[config.mk]
export PLATFORM = sky130hd
export DESIGN_NAME = bird_sprite
export DESIGN_NICKNAME = d
export VERILOG_FILES = /design/src/rtl/bird_pkg.sv /design/src/rtl/bird_anim.sv /design/src/rtl/bird_sprite.sv
export SDC_FILE = /design/constraint.sdc
export NUM_CORES = 1
export LEC_CHECK = 0
export BUFFER_PORTS_ARGS = -buffer_cell sky130_fd_sc_hd__buf_2
export CAP_MARGIN = 0
export CORE_ASPECT_RATIO = 0.75
export CORE_UTILIZATION = 39
export CTS_CLUSTER_SIZE = 25
export DETAILED_ROUTE_END_ITERATION = 7
export GPL_TIMING_DRIVEN = 0
export PLACE_DENSITY = 0.71
export SETUP_SLACK_MARGIN = 0.3
export SLEW_MARGIN = 20
export SYNTH_ARGS = -nofsm -noshare
export SYNTH_HDL_FRONTEND = slang
export SYNTH_SLANG_ARGS = --single-unit
[constraint.sdc]
create_clock -name clk -period 5.3 [get_ports clk]
set_clock_uncertainty 0.05 [all_clocks]
set_input_delay 1.59 -clock clk [delete_from_list [all_inputs] [get_ports clk]]
set_output_delay 1.59 -clock clk [all_outputs]
set_load 0.01 [all_outputs]
[src/rtl/bird_pkg.sv]
// ---------------------------------------------------------------------------
// bird_pkg
// Shared definitions for the bird sprite renderer and the position tracker:
//   START_X0 / START_Y0 : bird start coordinates (also the reset frame latch)
//   COL_*               : 24-bit {R,G,B} colours of each sprite part
//   pixel_class_t       : per-pixel part classification handed down the
//                         render pipeline
//   inRange             : inclusive range test on 11-bit sprite offsets
// ---------------------------------------------------------------------------
package bird_pkg;

    localparam logic [9:0] START_X0 = 10'd160;
    localparam logic [8:0] START_Y0 = 9'd240;

    localparam logic [23:0] COL_BODY = 24'hFFD700;
    localparam logic [23:0] COL_EYE  = 24'h000000;
    localparam logic [23:0] COL_BEAK = 24'hFF8000;
    localparam logic [23:0] COL_WING = 24'hFFFFFF;

    typedef enum logic [2:0] {
        CLS_NONE,
        CLS_BODY,
        CLS_WING,
        CLS_BEAK,
        CLS_EYE
    } pixel_class_t;

    function automatic logic inRange(input logic [10:0] v,
                                     input logic [10:0] lo,
                                     input logic [10:0] hi);
        return (v >= lo) && (v <= hi);
    endfunction

endpackage

[src/rtl/bird_anim.sv]
// ---------------------------------------------------------------------------
// bird_anim
// Wing-flap animation: counts frame_start pulses modulo WING_PERIOD and
// toggles the wing phase on the pulse that wraps the count back to zero.
// Ports:
//   clk         in  system clock
//   reset       in  asynchronous, active-high
//   frame_start in  one-cycle pulse per frame
//   wing_up     out current wing phase (1 after reset)
// ---------------------------------------------------------------------------
module bird_anim
    import bird_pkg::*;
#(
    parameter int WING_PERIOD = 8
) (
    input  logic clk,
    input  logic reset,
    input  logic frame_start,
    output logic wing_up
);

    // A period of 1 still needs a one-bit counter so the compare is legal.
    localparam int CW = (WING_PERIOD > 1) ? $clog2(WING_PERIOD) : 1;
    localparam logic [CW-1:0] LAST = CW'(WING_PERIOD - 1);

    logic [CW-1:0] r_count;
    logic          r_wingUp;

    always_ff @(posedge clk or posedge reset) begin
        if (reset) begin
            r_count  <= '0;
            r_wingUp <= 1'b1;
        end else if (frame_start) begin
            if (r_count == LAST) begin
                r_count  <= '0;
                r_wingUp <= ~r_wingUp;
            end else begin
                r_count <= r_count + 1'b1;
            end
        end
    end

    assign wing_up = r_wingUp;

endmodule

[src/rtl/bird_sprite.sv]
// ---------------------------------------------------------------------------
// bird_sprite
// Pixel-stream renderer for the bird sprite. The bird position is latched on
// frame_start so the sprite cannot tear mid-scan; each scan pixel then passes
// through a two-stage pipeline (region/offset, then class -> colour).
// Ports:
//   clk, reset        system clock, asynchronous active-high reset
//   frame_start       one-cycle pulse at start of vertical blank
//   x0, y0            bird top-left from the position tracker
//   x, y, pixel_valid current scan pixel from the VGA driver
//   bird_on, r, g, b  per-pixel sprite flag and colour, 2 cycles after x/y
//   wing_up           current wing animation phase
// ---------------------------------------------------------------------------
module bird_sprite
    import bird_pkg::*;
#(
    parameter int BIRD_SIZE   = 15,
    parameter int WING_PERIOD = 8
) (
    input  logic       clk,
    input  logic       reset,
    input  logic       frame_start,
    input  logic [9:0] x0,
    input  logic [8:0] y0,
    input  logic [9:0] x,
    input  logic [8:0] y,
    input  logic       pixel_valid,
    output logic       bird_on,
    output logic [7:0] r,
    output logic [7:0] g,
    output logic [7:0] b,
    output logic       wing_up
);

    localparam logic [10:0] SIZE11 = 11'(BIRD_SIZE);

    logic [9:0]   r_lx;
    logic [8:0]   r_ly;

    logic [10:0]  w_x11;
    logic [10:0]  w_y11;
    logic [10:0]  w_lx11;
    logic [10:0]  w_ly11;
    logic [10:0]  w_dx;
    logic [10:0]  w_dy;
    logic         w_inside;

    logic         r_s1Valid;
    logic         r_s1Inside;
    logic [10:0]  r_s1Dx;
    logic [10:0]  r_s1Dy;
    logic         r_s1WingUp;

    pixel_class_t w_class;

    logic         r_s2On;
    logic [23:0]  r_s2Col;

    logic         w_wingUp;

    bird_anim #(
        .WING_PERIOD (WING_PERIOD)
    ) u_anim (
        .clk         (clk),
        .reset       (reset),
        .frame_start (frame_start),
        .wing_up     (w_wingUp)
    );

    // Position latch: only frame_start moves the bird, so mid-frame tracker
    // updates never reach the scan-out.
    always_ff @(posedge clk or posedge reset) begin
        if (reset) begin
            r_lx <= START_X0;
            r_ly <= START_Y0;
        end else if (frame_start) begin
            r_lx <= x0;
            r_ly <= y0;
        end
    end

    // Everything is widened to 11 bits so lx+BIRD_SIZE cannot overflow and a
    // bird near the bottom/right edge is simply clipped instead of wrapping.
    assign w_x11    = {1'b0, x};
    assign w_y11    = {2'b00, y};
    assign w_lx11   = {1'b0, r_lx};
    assign w_ly11   = {2'b00, r_ly};
    assign w_dx     = w_x11 - w_lx11;
    assign w_dy     = w_y11 - w_ly11;
    assign w_inside = (w_x11 >= w_lx11) && (w_x11 < w_lx11 + SIZE11) &&
                      (w_y11 >= w_ly11) && (w_y11 < w_ly11 + SIZE11);

    // Stage 1 also captures the wing phase, so a pixel sampled on the same
    // edge that toggles the wing still renders with the old phase.
    always_ff @(posedge clk or posedge reset) begin
        if (reset) begin
            r_s1Valid  <= 1'b0;
            r_s1Inside <= 1'b0;
            r_s1Dx     <= '0;
            r_s1Dy     <= '0;
            r_s1WingUp <= 1'b1;
        end else begin
            r_s1Valid  <= pixel_valid;
            r_s1Inside <= w_inside;
            r_s1Dx     <= w_dx;
            r_s1Dy     <= w_dy;
            r_s1WingUp <= w_wingUp;
        end
    end

    // Part decode, highest priority first: eye, beak, wing, body.
    always_comb begin
        w_class = CLS_NONE;
        if (r_s1Valid && r_s1Inside) begin
            if (inRange(r_s1Dx, SIZE11 - 11'd5, SIZE11 - 11'd3) &&
                inRange(r_s1Dy, 11'd2, 11'd4)) begin
                w_class = CLS_EYE;
            end else if (inRange(r_s1Dx, SIZE11 - 11'd3, SIZE11 - 11'd1) &&
                         inRange(r_s1Dy, 11'd7, 11'd9)) begin
                w_class = CLS_BEAK;
            end else if (inRange(r_s1Dx, 11'd2, 11'd6) &&
                         (r_s1WingUp ? inRange(r_s1Dy, 11'd6, 11'd8)
                                     : inRange(r_s1Dy, 11'd9, 11'd11))) begin
                w_class = CLS_WING;
            end else begin
                w_class = CLS_BODY;
            end
        end
    end

    // Stage 2 turns the class into the final colour; non-bird pixels are black.
    always_ff @(posedge clk or posedge reset) begin
        if (reset) begin
            r_s2On  <= 1'b0;
            r_s2Col <= '0;
        end else begin
            r_s2On <= (w_class != CLS_NONE);
            case (w_class)
                CLS_EYE:  r_s2Col <= COL_EYE;
                CLS_BEAK: r_s2Col <= COL_BEAK;
                CLS_WING: r_s2Col <= COL_WING;
                CLS_BODY: r_s2Col <= COL_BODY;
                default:  r_s2Col <= '0;
            endcase
        end
    end

    assign bird_on = r_s2On;
    assign r       = r_s2Col[23:16];
    assign g       = r_s2Col[15:8];
    assign b       = r_s2Col[7:0];
    assign wing_up = w_wingUp;

endmodule

# Word-level counts from Yosys, hierarchy flattened

Index checks and enable logic that the tools add are counted.

Latch bits: 0
Memory bits (read-only): 0
Logic and storage cells: 62
Input port bits: 42
Register bits after elaboration: 72
Output and inout port bits: 26
RAM bits: 0
Memories: 0

Multiplexer cells: 7
Equality and inequality tests: 4
$add $sub $neg: 5
Multiply operators: 0
Reductions and logical operators: 16
Order comparisons: 18
Divide/modulo/power cells: 0
Shift-type cells: 0
Bitwise operators: 1

Operators with widths:

| cell                    | count |
|---|---|
| $pmux W24 S3            | 1 |
| $le A11 B4 Y1 const B   | 5 |
| $ge A11 B4 Y1 const B   | 3 |
| $ge A11 B2 Y1 const B   | 2 |
| $ge A11 B3 Y1 const B   | 2 |
| $le A11 B3 Y1 const B   | 2 |
| $logic_and A1 B1 Y1     | 14 |
| $add A10 B4 Y11 const B | 1 |
| $lt A10 B11 Y1          | 1 |
| $sub A10 B10 Y11        | 1 |
| $add A9 B4 Y10 const B  | 1 |
| $ge A10 B10 Y1          | 1 |
| $lt A9 B10 Y1           | 1 |
| $sub A9 B9 Y10          | 1 |
| $ge A9 B9 Y1            | 1 |
| $mux W3                 | 3 |
| $eq A3 B2 Y1 const B    | 2 |
| $mux W2                 | 2 |
| $add A3 B1 Y3 const B   | 1 |
| $eq A3 B1 Y1 const B    | 1 |
| $eq A3 B3 Y1 const B    | 1 |
| $reduce_bool A3 Y1      | 1 |
| $reduce_and A2 Y1       | 1 |
| $mux W1                 | 1 |
| $not A1 Y1              | 1 |

# Longest topological paths before layout

Gate-level depths: netlist of the first run.

Depth in word-level cells: 10
Depth in mapped cells: 12
Mapped depth without buffers: 12

# Cells and area by module

Synthesis of the first run repeated with hierarchy kept, for this count alone.

Cell total of the unflattened synthesis: 364
Area total of the unflattened synthesis: 3395.8 um2

Modules (own cells, without submodules):

| module      | seq. area each (um2) | times used | area an instance (um2) | cells an instance |
|---|---|---|---|---|
| bird_sprite | 1184.9               | 1          | 3214.3                 | 351 |
| bird_anim   | 101.3                | 1          | 181.4                  | 13 |

# Worst setup path before layout of the first run

No wires, ideal clock.

Path kind: input to register
From: input y[0]
To: register r_s1Inside
Cell stages on the path: 8
Library setup time: 0.101 ns
Arrival time: 3.070 ns
Required time: 5.149 ns
Path buffers: 0
Path slack: 2.079 ns
Path through: inv_1 > ha_1 > fa_1 > nand2b_1 > a21o_1 > a21oi_1 > a31oi_1 > nor4_1

Longest elaborated chain between the ends: 3
Elaborated cells between the ends (all ways): 4
Those cells by class: order compare: 2; reduce/logical: 2

Ends and longest elaborated chain:

| element               | line               | text |
|---|---|---|
| from (decl)           | bird_sprite.sv:26  | `input logic [8:0] y,` |
| $ge A9 B9 Y1          | bird_sprite.sv:91  | `(w_y11 >= w_ly11) && (w_y11 < w_ly11 + SIZE11);` |
| $logic_and A1 B1 Y1   | bird_sprite.sv:90  | `assign w_inside = (w_x11 >= w_lx11) && (w_x11 < w_lx11 + SIZE11) &&` |
| $logic_and A1 B1 Y1 * | bird_sprite.sv:91  |  |
| via w_inside          | bird_sprite.sv:46  | `logic w_inside;` |
| to (signal assigned)  | bird_sprite.sv:104 | `r_s1Inside <= w_inside;` |
| to (decl)             | bird_sprite.sv:49  | `logic r_s1Inside;` |

The timed path passes the listed nets; every way through them passes the cells marked *.
A chain may end at the register's enable or synchronous reset.

# Final worst setup path of the first run

Ends and elaborated chain as after synthesis.

==> results.md, run 1 <==
- Buf/Inv on CP: 2
- Cts repair resizes: 0
- Placed insts: 540
- Row count: 29
- Synth Cell Area: between 3000 and 4000 um2
- Synth Register Bits: 51
- Status: finished clean
- Total track usage: around 17%
- CP Launch Type: primary input
- H-tree levels: 2
- Drt drc: 0
- Post-layout net count: approximately 530
- Final Setup Violations: 0
- Vias in the first global route: 2,587
- Yosys warns: 0
- Number of DRC markers in iteration 0: 67
- Max-Cap Viols: 0
- Worst-skew pair later-pin latency: around 0.30 ns
- Initial Util: 40.5%
- P&R area growth vs syn: 19.7%
- Int Pwr: ~0.0009 W
- Critical-path top delay cell: nor4_1
- Vias: 2,744
- Post-route ant nets: 0
- CTS Sinks: 51
- WS Path Type: primary input to flop
- Relative slew margins: between 70% and 80%
- Syn Area/Cell: between 9 and 10 um2
- CP peak stage delay: 0.46 ns
- Worst EP required: around 5.4 ns
- # Post-CTS Setup Buffers: 0
- Pin count of the biggest net entering global routing: 36
- Max FO, Critical Path: 3
- RSZ-0062 raised after global routing: false
- TNS Setup: 0 ns
- Clock Power Share: 31.6%
- Combinational share of power: between 20% and 30%
- Synth Instances: 365
- Cells along the critical path: buf_2 > inv_1 > ha_1 > fa_1 > nand2b_1 > a21o_1 > a21oi_1 > a31oi_1 > nor4_1
- NetSw: approximately 0.0004 W
- Slew Viols, Final: 0
- DP HPWL: 5860 um
- Routability cong.: 0.884
- EDFF count, synth: 0
- Vias/cell: ~5
- Leak: around 2.1 nW
- Worst VDD drop: about 0.17 mV
- Initial antenna violation count: 0
- Die area: about 9200 um2
- Antenna cell count: 0
- Port bufs: between 60 and 70
- Boundary pin count: between 60 and 70
- Worst hold path class: flop to flop
- CTS Buffer Depth: 2
- Async set-or-reset flop fraction in the synthesized netlist: 100%
- Reg clk slew, reported paths: around 0.070 ns
- TritonCTS clock tree: yes
- Period utilization: around 65%
- CP delay by family, top: simple AND/OR/NAND/NOR gates
- First-pass GRT wire length: roughly 12,000 um
- Highest clock rate: 292 MHz
- Root buffer cell: clkbuf_16
- Die extent in y: roughly 83 um
- Pwr/cell area: 319 nW/um2
- Seq pwr share: 39.8%
- Routed WL: 7160 um
- DRT Pass-1 Iters: 4
- Measured slew at the worst slew-check pin: roughly 0.45 ns
- WL per Instance: between 10 and 15 um
- Crit path time final: between 3 and 4 ns
- Die X: between 100 and 150 um
- Synth Flop Type: dfrtp_1
- Sequential fraction of the synthesis area: a little under two fifths
- Pre-CTS setup slack: around 1.6 ns
- Worst Path Arrival: ~3.5 ns
- Synth Net Count: about 450
- Hold buffers post-CTS: 0
- Final worst slack: approximately 1.9 ns
- Global route overflow: 0
- Sw Ratio: around 30%
- Fillers: 825
- Synth cell types: 51
- Post-route insts no fill: around 550
- Final Hold Violating Endpoints: 0
- Layout cell share with drive strength beyond 1: 25.2%
- CP Capture Type: flop
- Core area: ~8500 um2
- CTS buffer count: 5
-- Yosys cell counts (2+ instances only) --
cell type  count  share of area [%]
a21boi_0       2               0.44
a21o_1         8                1.7
a21oi_1       18                2.6
a31oi_1        5               0.91
and2_1         2               0.36
buf_4         21                4.6
clkbuf_1       5               0.55
dfrtp_1       43                 31
dfstp_2        8                6.1
fa_1           2                1.2
ha_1          42                 15
inv_1         33                3.6
mux2_2         2               0.66
mux2i_1        2               0.58
nand2_1       35                3.8
nand2b_1       5               0.91
nand4_1        7                1.3
nor2_1        18                2.0
nor2b_1        5               0.91
nor3_1        10                1.5
nor4_1         3               0.55
o211ai_1       2               0.44
o21a_1         3               0.66
o21ai_0       28                4.1
o22ai_1        2               0.36
o2bb2ai_1      2               0.51
or4_1          2               0.44
xnor2_1       25                6.4
xor2_1         3               0.76
-- power groups by stage --
stage / clock network (W) / registers (W) / logic, W
CTS: 0.000423 / 0.000523 / 0.000376
floorplan: 0 / 0.000520 / 0.000276
global placement: 0 / 0.000526 / 0.000354
finish: 0.000414 / 0.000522 / 0.000374
detailed placement: 0 / 0.000529 / 0.000372
global route: 0.000442 / 0.000531 / 0.000424
-- flip-flops by register name, summed over array words and instances, names as in the netlist --
register and flops:
r_s1Dy 10, r_ly 9, r_s1Dx 11, u_anim.r_count 3, r_lx 10, bird_on 1
u_anim.wing_up 1, r_s1WingUp 1, r_s2Col 3, r_s1Inside 1, r_s1Valid 1
-- cell usage in the layout, fill, tap and decap left out, drive strengths merged, types with 7 or more instances in the layout --
master,instances
clkbuf,10
a21o,8
o21ai,28
dfstp,8
nand2,35
nor2,18
ha,42
buf,88
nand4,7
inv,33
nor3,10
xnor2,25
dfrtp,43
a21oi,18
-- metal layers --
layer / GRT usage [%] / vias up / routed length, um
li1: - / 1396 / -
met1: 22.9 / 1255 / 3550
met2: 25.9 / 75 / 3060
met3: 3.30 / 18 / 323
met4: 8.85 / 0 / 227
met5: 0 / - / 0
-- stage by stage --
step / utilization (%) / power [W] / area (um2) / hold WS [ns]
6_report: 48.5 / 0.00131 / 4110 / 0.332
4_1_cts: 48.5 / 0.00132 / 4110 / 0.334
5_1_grt: 48.5 / 0.00140 / 4110 / 0.339
3_3_place_gp: 45.9 / 0.000880 / 3900 / 0.324
2_1_floorplan: - / 0.000796 / 3440 / 0.338
3_5_place_dp: 46.2 / 0.000901 / 3920 / 0.324
-- cell type report --
class                           instances  area [um2]  share of cell area (%)
Buffer                                 26         176                    4.29
Clock buffer                            5         125                    3.04
Clock inverter                          3        67.6                    1.64
Inverter                               33         124                    3.01
Multi-Input combinational cell        255        1850                    45.0
Sequential cell                        51        1290                    31.3
Tap cell                              108         135                    3.28
Timing Repair Buffer                   67         350                    8.52
-- cells by family after synthesis --
family | share of synthesized area, %
AND/OR/NAND/NOR | 14.1
AO/OA/AOI/OAI | 14.9
buffers and inverters | 8.74
flip-flops | 37.4
adder cells (fa/ha/maj) | 16.5
XOR/XNOR | 7.14
multiplexers | 1.24
-- worst paths after layout --
| path | slack, ns | cells past startpoint | startpoint | end |
|---|---|---|---|---|
| worst max-delay path | 1.87 | 9 | y[0] | r_s1Inside |
| worst min-delay path | 0.33 | 0 | u_anim.wing_up | r_s1WingUp |
| worst max register to register | 2.04 | 12 | r_lx[1] | r_s1Inside |
| worst min register to register | 0.33 | 0 | u_anim.wing_up | r_s1WingUp |
| max in group asynchronous | 3.43 | 3 | reset | r_ly[6] |
| min in group asynchronous | 1.21 | 2 | reset | r_s2Col[14] |
Note: power is estimated with default switching activity, not from simulation.
==> inputs of run 2 (changes only) <==
PLACE_DENSITY = 0.73   (was 0.71)
clock period = 2.9 ns   (was 5.3 ns; I/O delays follow)
==> run 2 against run 1 <==
Compared with the run above: non-clock buffer count rose by 9; worst setup slack got worse by 1.7 ns; via count is 1.9% higher; worst hold slack gained 0.030 ns; clock power up 48%.
==> results.md, run 2 (synthesized netlist as in run 1, its figures left out) <==
- Number of DRC markers in iteration 0: just under 90
- Final Setup Violations: 0
- DRT Pass-1 Iters: 4
- WS Path Type: flop to flop
- Core area: about 8500 um2
- Die extent in y: 83.3 um
- Max FO, Critical Path: 3
- R2R depth: 12
- Global route overflow: 0
- Post-layout net count: 534
- Biggest regs: r_s1Dx x11, r_lx x10, r_s1Dy x10
- Final instance area: between 4000 and 5000 um2
- Hold Path Depth: 0
- Hold Startpoint: u_anim.wing_up
- Worst VDD drop: about 0.32 mV
- Worst hold path class: flop to flop
- Reg clk slew, reported paths: approximately 0.070 ns
- Cells along the critical path: inv_2 > ha_4 > or3b_4 > and2_4 > nand4_1 > xnor2_1 > ha_1 > a21o_1 > a21o_1 > a311oi_2 > o2bb2ai_2 > nor4_4
- Relative slew margins: 67.4%
- First-pass GRT wire length: roughly 12,000 um
- Vias/cell: around 5
- Total power: around 0.0023 W
- Vias: around 2.8k
- Measured slew at the worst slew-check pin: just under 0.5 ns
- H-tree levels: 2
- Reg2Reg Setup Slack: 0.19 ns
- DP HPWL: roughly 6000 um
- Status: finished clean
- Boundary pin count: a little under 70
- CP peak stage delay: ~0.4 ns
- Port bufs: 66
- DR top layer: met4
- Routability cong.: 0.897
- Placed inst area: about 3900 um2
- Critical-path top delay cell: dfrtp_1
- Row count: 29
- Worst-skew pair later-pin latency: a little under 0.3 ns
- P&R area growth vs syn: 22.2%
- CP Launch Type: flop
- Period utilization: slightly above 90%
- Layout cell share with drive strength beyond 1: about 29%
- Fillers: around 790
- CTS buffer count: 5
- Initial antenna violation count: 0
- Commonest non-fill, non-tap cells in the layout: buf_2, dfrtp_1, ha_1
- Max reg flops: 11
- Core Util, Final: 49.5%
- Final Hold Violating Endpoints: 0
- Vias in the first global route: ~2.6k
- Reg2reg end: r_s1Inside
- M1 wire length: around 3600 um
- WL per Instance: approximately 13 um
- RR Startpoint: r_lx[1]
- Pin count of the biggest net entering global routing: 38
- Die X: 110 um
- Initial Util: around two fifths
- Total track usage: between 15 and 20%
- CP Capture Type: flop
- Slew Viols, Final: 0
- Crit path launch: r_lx[1]
- Commonest non-fill, non-tap cell in the layout: buf_2
- Drt drc: 0
- CTS Buffer Depth: 2
- Worst Path Arrival: between 2 and 3 ns
- Root buffer cell: clkbuf_16
- CTS Sinks: 51
- TritonCTS clock tree: yes
- Biggest register: r_s1Dx
- Crit path time final: between 2 and 3 ns
- Highest clock rate: 369 MHz
- Leak: around 2.1 nW
- Antenna cell count: 0
- Met3 wire len: about 370 um
- Die area: 9190 um2
- TNS Setup: 0 ns
- Hold buffers post-CTS: 0
- Routed WL: around 7300 um
- Met2 WL: around 3200 um
- RSZ-0062 raised after global routing: true
- Worst EP required: 3.03 ns
- Sink of the worst hold path: r_s1WingUp
- Post-route ant nets: 0
- Pwr/cell area: roughly 550 nW/um2
- Most common cell on crit path: a21o_1
- Max-Cap Viols: 0
-- run 2: cell types whose count changed in the layout (fill, tap and decap cells not counted), moves of 2 or more --
cell | before | now
inv_1 | 32 | 30
inv_2 | 1 | 3
clkbuf_8 | 0 | 2
buf_4 | 21 | 30
bufinv_16 | 2 | 0
-- run 2: worst max path at each step --
stage               slack (ns)    endpoint  depth (start not counted)
finish                    0.19  r_s1Inside                         12
global route              0.02  r_s1Inside                         12
CTS                        0.1  r_s1Inside                         12
detailed placement       -0.10  r_s1Inside                         12
global placement         -0.08  r_s1Inside                         12
floorplan                 0.33  r_s1Inside                         12
-- run 2: power by group --
part | switching (W) | total [W] | internal (W)
logic | 0.000383 | 0.000732 | 0.000350
registers | 0.0000905 | 0.000957 | 0.000867
clock network | 0.000244 | 0.000611 | 0.000367
total | 0.000718 | 0.00230 | 0.00158
-- run 2: repair_timing --
item / CTS / global route
buffers inserted: 5 / 4
setup endpoints to repair: 1 / 1
gates resized for setup: 5 / 1
hold endpoints to repair: 0 / 0
pin swaps: 10 / 7
-- run 2: layout make-up --
| cell class | instances | area [um2] | share of cell area [%] |
|---|---|---|---|
| buffer | 26 | 176 | 4.20 |
| sequential | 51 | 1290 | 30.6 |
| multi-input combinational | 255 | 1900 | 45.2 |
| inverter | 33 | 124 | 2.95 |
| tap | 108 | 135 | 3.22 |
| clock buffer | 7 | 153 | 3.64 |
| clock inverter | 1 | 7.51 | 0.179 |
| timing repair buffer | 76 | 418 | 9.95 |
-- run 2: layer usage --
| layer | vias to the layer above | global-route usage (%) |
|---|---|---|
| met5 | - | 0 |
| met4 | 0 | 5.98 |
| met3 | 9 | 3.14 |
| met2 | 77 | 26.3 |
| met1 | 1296 | 23.4 |
| li1 | 1414 | - |
-- run 2: critical path, delay by kind of cell (launching register included) --
family / cells / cell delay, ns
flops: 1 / 0.41
fa+ha+maj: 2 / 0.39
compound gates: 4 / 0.75
simple gates: 4 / 0.78
buf+inv: 1 / 0.09
xor+xnor: 1 / 0.13
-- run 2: stage by stage --
stage               hold slack, ns  instances  worst slack (ns)
CTS                          0.363        553            0.0998
global route                 0.365        557            0.0190
finish                       0.362        557             0.188
floorplan                    0.338        365             0.327
detailed placement           0.347        540            -0.104
global placement             0.347        539           -0.0811
==> inputs of run 3 (changes only) <==
SYNTH_HIERARCHICAL = 1   (was not set)
==> run 3 against run 2 <==
Compared with the run above: critical path depth is 2 lower; clock power is 10% higher; global-route usage is 1.5 points lower; worst hold slack worse by 0.021 ns; count of clock-buffer cells in the layout is 2 lower; synthesized cell count is 0.27% lower; first-iteration DRC count is 60% higher; sequential cell count stayed put; via count is 4.5% lower; power is 1.5% lower; combinational power is 12% lower; highest routed layer unchanged.
==> results.md, run 3 <==
- Die X: approximately 110 um
- Total track usage: between 10% and 20%
- Die area: 9090 um2
- CP Capture Type: flop
- Synth Flop Type: dfrtp_1
- H-tree levels: 2
- Post-route ant nets: 0
- TritonCTS clock tree: yes
- Period utilization: a little under nine tenths
- P&R area growth vs syn: 20.0%
- Die extent in y: a little over 80 um
- Synth Net Count: 450
- Worst Path Arrival: 2.65 ns
- Max FO, Critical Path: 3
- Boundary pin count: between 60 and 70
- Syn Area/Cell: a little over 9 um2
- Final instance area: approximately 4000 um2
- Layout cell share with drive strength beyond 1: a little over a quarter
- Sequential fraction of the synthesis area: a little under two fifths
- Core area: 8450 um2
- Highest clock rate: 402 MHz
- Vias/cell: a little under 5
- Worst hold path class: flop to flop
- Worst EP required: approximately 3.1 ns
- Commonest non-fill, non-tap cell in the layout: buf_2
- RSZ-0062 raised after global routing: false
- Antenna cell count: 0
- Yosys warns: 6
- DRT Pass-1 Iters: 4
- Placed inst area: just under 4000 um2
- Relative slew margins: 72.1%
- Routed WL: approximately 6700 um
- Async set-or-reset flop fraction in the synthesized netlist: 100%
- Final Hold Violating Endpoints: 0
- Top post-synthesis cells by area: dfrtp_1, ha_1, dfstp_2
- CTS Sinks: a little over 50
- Max reg flops: 11
- Drt drc: 0
- WL per Instance: approximately 12 um
- Reg clk slew, reported paths: ~0.070 ns
- Port bufs: 67
- Leak: 2.03 nW
- Biggest register: r_s1Dx
- DP HPWL: around 5600 um
- Synth cell types: 43
- Area leader, netlist: dfrtp_1
- First-pass GRT wire length: between 10,000 and 15,000 um
- TNS Setup: 0 ns
- Final Setup Violations: 0
- Area share of the largest cell type after synthesis: 31.7%
- Post-layout net count: between 500 and 600
- Pin count of the biggest net entering global routing: 37
- Routability cong.: approximately 0.84
- Number of DRC markers in iteration 0: around 140
- CP Launch Type: primary input
- Crit path time final: around 2.5 ns
- Initial antenna violation count: 0
- Slew Viols, Final: 0
- Measured slew at the worst slew-check pin: roughly 0.42 ns
- Vias: between 2k and 3k
- Root buffer cell: clkbuf_16
- Row count: 29
- WS Path Type: primary input to flop
- Initial Util: 40.2%
- Synth Cell Area: between 3000 and 4000 um2
- Global route overflow: 0
- Synth Register Bits: 51
- Cell with the most instances after synthesis: dfrtp_1
- Worst VDD drop: between 0.2 and 0.25 mV
- Biggest regs: r_s1Dx x11, r_lx x10, r_s1Dy x10
- Max-Cap Viols: 0
- Status: finished clean
- EDFF count, synth: 0
- Post-synth top cells: dfrtp_1, ha_1, nand2_1, inv_1, xnor2_1
- Synth Instances: ~360
- Hold buffers post-CTS: 0
- CTS buffer count: 5
- Commonest non-fill, non-tap cells in the layout: buf_2, dfrtp_1, ha_1
- Vias in the first global route: about 2.5k
- Worst-skew pair later-pin latency: ~0.29 ns
- Pwr/cell area: approximately 560 nW/um2
- CTS Buffer Depth: 2
## run 3: cell types whose count changed in the layout (fill, tap and decap cells not counted), moves of 4 or more
cell     before  now
o21a_1        3    8
o21ai_0      28   12
buf_4        30   21
o21ai_1       0   21
a21o_1        8    3
a21oi_1      18   14
## run 3: path summary, 6_finish.rpt
path / start / end / slack, ns / cells after the start
setup / recovery: y[0] / r_s1Inside / 0.41 / 10
hold / removal: u_anim/wing_up / r_s1WingUp / 0.34 / 0
setup reg to reg: r_ly[1] / r_s1Inside / 0.41 / 12
hold reg to reg: u_anim/wing_up / r_s1WingUp / 0.34 / 0
max in group asynchronous: reset / r_lx[5] / 1.79 / 3
min in group asynchronous: reset / u_anim/r_count[0] / 0.42 / 2
## run 3: routing by layer
layer  share of wire (%)  track usage [%]
met1                  51             21.6
met2                  44             24.6
met3                 4.4             3.14
met4                 1.0             3.39
met5                   0                0
## run 3: cell type report
| type | count | area [um2] |
|---|---|---|
| buffer | 25 | 173 |
| tap | 108 | 135 |
| inverter | 34 | 128 |
| sequential | 51 | 1290 |
| clock inverter | 3 | 47.5 |
| clock buffer | 5 | 125 |
| timing repair buffer | 68 | 355 |
| fill | 796 | 4380 |
| multi-input combinational | 254 | 1820 |
## run 3: kinds of logic after synthesis
| group | share of synthesized area [%] |
|---|---|
| muxes | 1.25 |
| buffers and inverters | 8.84 |
| DFF | 37.9 |
| xor gates and xnor gates | 6.71 |
| adders and majority gates | 16.7 |
| AOI/OAI and AO/OA | 14.3 |
| and+or+nand+nor | 14.3 |
## run 3: repair_timing
item / 4_1_cts / 5_1_grt
hold endpoints to repair: 0 / 0
buffers inserted: 0 / 0
setup endpoints to repair: 0 / 1
gates resized for setup: 0 / 3
## run 3: power by group
group / switching [W] / total (W) / internal [W] / leakage [nW]
clock network: 0.000261 / 0.000673 / 0.000412 / 0.0844
logic: 0.000333 / 0.000645 / 0.000311 / 1.35
registers: 0.0000891 / 0.000949 / 0.000860 / 0.600
total: 0.000683 / 0.00227 / 0.00158 / 2.03
## run 3: worst max-delay path: stages
cell and delay [ns]:
buf_2 0.08, inv_1 0.04, ha_1 0.22, fa_1 0.40, nor2b_1 0.17, o211ai_1 0.14
a31oi_2 0.22, nor4_1 0.08, o21bai_1 0.17, o2111a_1 0.24
## run 3: through the flow
stage	utilization (%)	setup slack, ns	hold slack [ns]	std cells	total power, W
2_1_floorplan	-	0.394	0.338	364	0.00142
3_5_place_dp	46.0	0.0261	0.325	540	0.00160
3_3_place_gp	45.7	0.0675	0.326	539	0.00157
4_1_cts	48.0	0.320	0.338	548	0.00228
5_1_grt	48.2	0.292	0.344	548	0.00242
6_report	48.2	0.413	0.340	548	0.00227
